**config.mk**
```make
export PLATFORM = sky130hd
export DESIGN_NAME = mem_arbiter
export DESIGN_NICKNAME = d
export VERILOG_FILES = /design/src/rtl/mem_arbiter_pkg.sv /design/src/rtl/mem_arb_watchdog.sv /design/src/rtl/mem_arbiter.sv
export SDC_FILE = /design/constraint.sdc
export NUM_CORES = 1
export LEC_CHECK = 0
export CORE_MARGIN = 5
export CORE_UTILIZATION = 44
export CTS_CLUSTER_SIZE = 30
export DETAILED_ROUTE_END_ITERATION = 12
export PLACE_DENSITY_LB_ADDON = 0.15
export SYNTH_ARGS = -nofsm -noshare
export SYNTH_HDL_FRONTEND = slang
export SYNTH_SLANG_ARGS = --single-unit
```
**constraint.sdc**
```tcl
create_clock -name clk -period 5.12 [get_ports clk]
set_input_delay 0.768 -clock clk [delete_from_list [all_inputs] [get_ports clk]]
set_output_delay 0.768 -clock clk [all_outputs]
set_load 0.03 [all_outputs]
```
**src/rtl/mem_arbiter_pkg.sv**
```systemverilog
// Shared types and constants for the fetch/data memory arbiter.
// Round-robin arbitration is enabled by defining MEM_ARB_RR_EN.
package mem_arbiter_pkg;

  typedef enum logic [1:0] {
    IDLE   = 2'b00,
    BUSY_I = 2'b01,
    BUSY_D = 2'b10,
    RESP   = 2'b11
  } arb_state_e;

  localparam logic GNT_IF = 1'b0;
  localparam logic GNT_D  = 1'b1;

  localparam int DEF_TIMEOUT = 255;
  localparam int DEF_CNTW    = 8;

endpackage

```
**src/rtl/mem_arb_watchdog.sv**
```systemverilog
// Busy-cycle watchdog: cleared when a transaction starts, counts while busy,
// flags expiry on the cycle whose count would reach TIMEOUT.
module mem_arb_watchdog
  import mem_arbiter_pkg::*;
#(
  parameter int TIMEOUT = DEF_TIMEOUT,
  parameter int CNTW    = DEF_CNTW
) (
  input  logic clk,
  input  logic rst,
  input  logic clr_i,
  input  logic en_i,
  output logic expire_o
);

  localparam logic [CNTW-1:0] LAST = CNTW'(TIMEOUT - 1);

  logic [CNTW-1:0] cnt_q, cnt_d;

  // NOTE: next-state logic assigns its default first so no path leaves cnt_d unassigned (no latch).
  always_comb begin
    cnt_d = cnt_q;
    if (clr_i) begin
      cnt_d = '0;
    end else if (en_i) begin
      cnt_d = cnt_q + 1'b1;
    end
  end

  // NOTE: state registers use non-blocking assignments and are all cleared by the async reset.
  always_ff @(posedge clk or negedge rst) begin
    if (!rst) begin
      cnt_q <= '0;
    end else begin
      cnt_q <= cnt_d;
    end
  end

  assign expire_o = en_i && (cnt_q == LAST);

endmodule

```
**src/rtl/mem_arbiter.sv**
```systemverilog
// Single-ported memory arbiter between fetch (IF) and data (D) ports with
// req/ack sequencing and watchdog timeout. Define MEM_ARB_RR_EN for round-robin.
module mem_arbiter
  import mem_arbiter_pkg::*;
#(
  parameter int WIDTH   = 32,
  parameter int TIMEOUT = DEF_TIMEOUT,
  parameter int CNTW    = DEF_CNTW
) (
  input  logic             clk,
  input  logic             rst,
  input  logic             if_req,
  input  logic [WIDTH-1:0] if_addr,
  input  logic             if_kill,
  output logic             if_valid,
  output logic [WIDTH-1:0] if_rdata,
  output logic             if_stall,
  input  logic             d_req,
  input  logic             d_we,
  input  logic [WIDTH-1:0] d_addr,
  input  logic [WIDTH-1:0] d_wdata,
  output logic             d_valid,
  output logic [WIDTH-1:0] d_rdata,
  output logic             d_stall,
  output logic             mem_req,
  output logic             mem_we,
  output logic [WIDTH-1:0] mem_addr,
  output logic [WIDTH-1:0] mem_wdata,
  input  logic             mem_ack,
  input  logic [WIDTH-1:0] mem_rdata,
  output logic             err
);

  arb_state_e       state_q, state_d;
  logic             if_valid_q, if_valid_d, d_valid_q, d_valid_d;
  logic [WIDTH-1:0] if_rdata_q, if_rdata_d, d_rdata_q, d_rdata_d;
  logic             mem_req_q, mem_req_d, mem_we_q, mem_we_d;
  logic [WIDTH-1:0] mem_addr_q, mem_addr_d, mem_wdata_q, mem_wdata_d;
  logic             err_q, err_d, killed_q, killed_d;
  logic             wd_clr, wd_en, wd_expire;
  logic             grant_d_port;

  mem_arb_watchdog #(.TIMEOUT(TIMEOUT), .CNTW(CNTW)) u_watchdog (
    .clk      (clk),
    .rst      (rst),
    .clr_i    (wd_clr),
    .en_i     (wd_en),
    .expire_o (wd_expire)
  );

`ifdef MEM_ARB_RR_EN
  logic last_gnt_q, last_gnt_d;

  // On contention the port that lost last time wins; a sole requester always wins.
  assign grant_d_port = d_req && (!if_req || (last_gnt_q == GNT_IF));

  always_ff @(posedge clk or negedge rst) begin
    if (!rst) begin
      last_gnt_q <= GNT_IF;
    end else begin
      last_gnt_q <= last_gnt_d;
    end
  end

  always_comb begin
    last_gnt_d = last_gnt_q;
    if (state_q == IDLE && (d_req || if_req)) begin
      last_gnt_d = grant_d_port ? GNT_D : GNT_IF;
    end
  end
`else
  // D belongs to the older instruction, so it always wins contention.
  assign grant_d_port = d_req;
`endif

  always_comb begin
    state_d     = state_q;
    if_valid_d  = 1'b0;
    d_valid_d   = 1'b0;
    if_rdata_d  = if_rdata_q;
    d_rdata_d   = d_rdata_q;
    mem_req_d   = mem_req_q;
    mem_we_d    = mem_we_q;
    mem_addr_d  = mem_addr_q;
    mem_wdata_d = mem_wdata_q;
    err_d       = err_q;
    killed_d    = killed_q;
    wd_clr      = 1'b0;
    wd_en       = 1'b0;

    unique case (state_q)
      IDLE: begin
        if (d_req || if_req) begin
          wd_clr    = 1'b1;
          killed_d  = 1'b0;
          mem_req_d = 1'b1;
          if (grant_d_port) begin
            state_d     = BUSY_D;
            mem_we_d    = d_we;
            mem_addr_d  = d_addr;
            mem_wdata_d = d_wdata;
          end else begin
            state_d     = BUSY_I;
            mem_we_d    = 1'b0;
            mem_addr_d  = if_addr;
            mem_wdata_d = '0;
          end
        end
      end
      BUSY_I, BUSY_D: begin
        wd_en = 1'b1;
        if (state_q == BUSY_I && if_kill) begin
          killed_d = 1'b1;
        end
        // An ack on the expiry cycle still counts as a completed transaction.
        if (mem_ack || wd_expire) begin
          state_d   = RESP;
          mem_req_d = 1'b0;
          if (!mem_ack) begin
            err_d = 1'b1;
          end
          if (state_q == BUSY_D) begin
            d_valid_d = 1'b1;
            d_rdata_d = (mem_ack && !mem_we_q) ? mem_rdata : '0;
          end else begin
            if_valid_d = !(killed_q || if_kill);
            if_rdata_d = mem_ack ? mem_rdata : '0;
          end
        end
      end
      RESP: begin
        state_d = IDLE;
      end
      default: begin
        state_d = IDLE;
      end
    endcase
  end

  always_ff @(posedge clk or negedge rst) begin
    if (!rst) begin
      state_q     <= IDLE;
      if_valid_q  <= 1'b0;
      d_valid_q   <= 1'b0;
      if_rdata_q  <= '0;
      d_rdata_q   <= '0;
      mem_req_q   <= 1'b0;
      mem_we_q    <= 1'b0;
      mem_addr_q  <= '0;
      mem_wdata_q <= '0;
      err_q       <= 1'b0;
      killed_q    <= 1'b0;
    end else begin
      state_q     <= state_d;
      if_valid_q  <= if_valid_d;
      d_valid_q   <= d_valid_d;
      if_rdata_q  <= if_rdata_d;
      d_rdata_q   <= d_rdata_d;
      mem_req_q   <= mem_req_d;
      mem_we_q    <= mem_we_d;
      mem_addr_q  <= mem_addr_d;
      mem_wdata_q <= mem_wdata_d;
      err_q       <= err_d;
      killed_q    <= killed_d;
    end
  end

  assign if_valid  = if_valid_q;
  assign if_rdata  = if_rdata_q;
  assign d_valid   = d_valid_q;
  assign d_rdata   = d_rdata_q;
  assign mem_req   = mem_req_q;
  assign mem_we    = mem_we_q;
  assign mem_addr  = mem_addr_q;
  assign mem_wdata = mem_wdata_q;
  assign err       = err_q;
  assign if_stall  = if_req && !if_valid_q;
  assign d_stall   = d_req && !d_valid_q;

endmodule

```
==> reports/metrics.csv <==
metric;value;unit
Sequential Power Share;30.1;%
Clock Tree Buf Depth;2;
top-area cell type share of the netlist area;63.5;%
fin crit period;2.94;ns
core area;12600;um^2
sw frac;40.1;%
Leakage Power;4.05;nW
DIE AREA;15300;um^2
initial drt markers;278;
Tot GR Track Use;23.2;%
status;complete, no violations;
async set or reset register ratio after synthesis;100;%
Area Growth Syn to Fin;60.1;%
vias post-DR;4668;
final std cells w/o fill;882;
Die W;124;um
crit-path max FO;3;
Startpoint Class;input pin;
synthesized instance count;438;
Max Cap Viol;0;
post-synthesis sequential area ratio;63.5;%
Sum Neg Setup Slack;0;ns
Worst-Margin Slew;1.24;ns
port bufs;269;
Psw;2.62;mW
Routed WL per cell;20.3;um
Syn. warnings;0;
HPWL Detailed;12900;um
most numerous cell in the Yosys netlist;dfrtp_1;
Setup Skew;0.00879;ns
RSZ-0062 raised after global routing;false;
io pins;270;
first-pass GRT wire length;26600;um
flops & latches, synth;144;
Total Wirelength;17900;um
remaining global-route overflow;0;
Std-Cell Rows;41;
Relative slew margins;17.5;%
WS Path Type;in2out;
number of CTS-inserted buffers;17;
DR pass1 iterations;6;
worst min-delay path class;in2async;
Pwr per Cell Area;719;nW/um^2
most frequent cells after synthesis;dfrtp_1 (144), a22o_1 (97), nand2_1 (36);
number of fill cells;926;
top cell type by total area after synthesis;dfrtp_1;
final worst path period share;57.3;%
TritonCTS clock tree;built;
post-CTS setup buffers;0;
cell area after synthesis;5680;um^2
initial antenna violation count;0;
total power;6.54;mW
largest net degree at the start of global routing;106;
DRC Markers;0;
Final ANT Viol Nets;0;
RePlAce Congestion;0.763;
clk sinks;144;
Slew Viols, Final;0;
initial core utilization;45.0;%
vias per cell;5.29;
Post-synth top flop;dfrtp_1;
placed cells;850;
synth top area cells;dfrtp_1 (63%), a22o_1 (15%), mux2i_1 (6.0%);
WP data arrival;2.17;ns
vias in the first global route;4937;
Post-synth EDFFs;0;
Worst Setup End Kind;output pin;
Clk pin slew, worst setup/hold paths;0.06;ns
Worst-Skew Late Latency;0.41;ns
Pint;3.91;mW
setup violators final;0;
WHS;0.476;ns
combinational share of power;49.9;%
die height;124;um
Synth Net Count;579;
Worst Path Required;4.35;ns
Clk pwr share;20.1;%
ratio of cells with drive above 1 in the final layout;5.63;%
clk root buf;clkbuf_16;
post-layout util;72.0;%
Peak Freq;0.341;GHz
largest vdd supply drop;0.000426;V
n_diodes;0;
Resize count post-CTS;0;
hold buffer count at cts;0;
Nets;838;
Avg Cell Area, Syn;13.0;um^2
Netlist cell types;30;
htree depth;4;
final hold vios;0;
## final timing paths
kind / start / to / slack [ns] / depth (start not counted)
worst min-delay path: rst / if_rdata[12]$_DFFE_PN0P_ / 0.48 / 1
worst max-delay path: if_req / if_stall / 2.18 / 3
worst min register to register: mem_addr[15]$_DFFE_PN0P_ / mem_addr[15]$_DFFE_PN0P_ / 0.48 / 2
max in group asynchronous: rst / if_rdata[6]$_DFFE_PN0P_ / 3.53 / 2
worst max register to register: state_q[0]$_DFFE_PN0P_ / if_rdata[9]$_DFFE_PN0P_ / 2.49 / 6
min in group clk: mem_addr[15]$_DFFE_PN0P_ / mem_addr[15]$_DFFE_PN0P_ / 0.48 / 2
## power groups by stage
stage	Clock (mW)	Sequential [mW]	Combinational (mW)
6_report	1.31	1.96	3.26
5_1_grt	1.38	2.02	3.43
4_1_cts	1.34	1.96	3.29
3_5_place_dp	0	1.97	3.28
3_3_place_gp	0	1.95	3.20
2_1_floorplan	0	2.90	0.929
## registers in the layout, summed over array words and instances (netlist names), 2 cells and up
register and cells:
mem_wdata 32, mem_addr 32, u_watchdog.cnt_q 8, if_rdata 32
state_q 2, d_rdata 32
## area by class of cell
class,instances,area (um^2),area share (%)
Inverter,5,18.8,0.206
Clock inverter,9,155,1.71
Sequential cell,144,3600,39.6
Timing Repair Buffer,274,2730,30.0
Multi-Input combinational cell,255,1890,20.8
Clock buffer,23,478,5.26
Tap cell,172,215,2.37
## worst max-delay path, stage by stage
cell and delay [ns]:
clkdlybuf4s50_1 0.54, nor2b_1 0.18, clkdlybuf4s50_1 0.68
## kinds of logic (layout without fill, tap and decap cells)
group,count (synthesis),count (layout),share of synthesized area [%]
AND/OR/NAND/NOR,67,67,5.62
flip-flops,144,144,63.5
adder cells (fa/ha/maj),6,6,1.32
AO/OA/AOI/OAI,141,141,19.1
buffers and inverters,39,311,3.37
multiplexers,34,34,5.99
XOR/XNOR,7,7,1.08
## layer usage
metal | routed length, um | GRT usage [%] | vias to the layer above | share of wire (%)
met4 | 393 | 8.58 | 0 | 2.2
li1 | - | - | 2120 | -
met1 | 6780 | 27.2 | 2344 | 38
met5 | 0 | 0 | - | 0
met3 | 1260 | 5.77 | 27 | 7.1
met2 | 9440 | 41.1 | 177 | 53
## layout by cell type, fill, tap and decap left out, types with 4 or more instances in the layout
cell,netlist,layout
xor2_1,6,6
nand2_1,36,36
o21ai_0,34,34
nor2b_1,6,6
inv_1,5,5
bufinv_16,0,4
ha_1,6,6
clkbuf_16,0,17
buf_4,0,5
mux2i_1,34,34
a22o_1,97,97
nor2_1,10,10
clkdlybuf4s50_1,0,267
dfrtp_1,144,144
## metrics by stage
stage | cell area, um^2 | worst slack [ns]
final | 9090 | 2.18
after global routing | 9090 | 2.15
after CTS | 9090 | 2.18
after detailed placement | 8460 | 2.10
after global placement | 8460 | 2.20
after floorplan | 5680 | 2.64
Note: power is estimated with default switching activity, not from simulation.
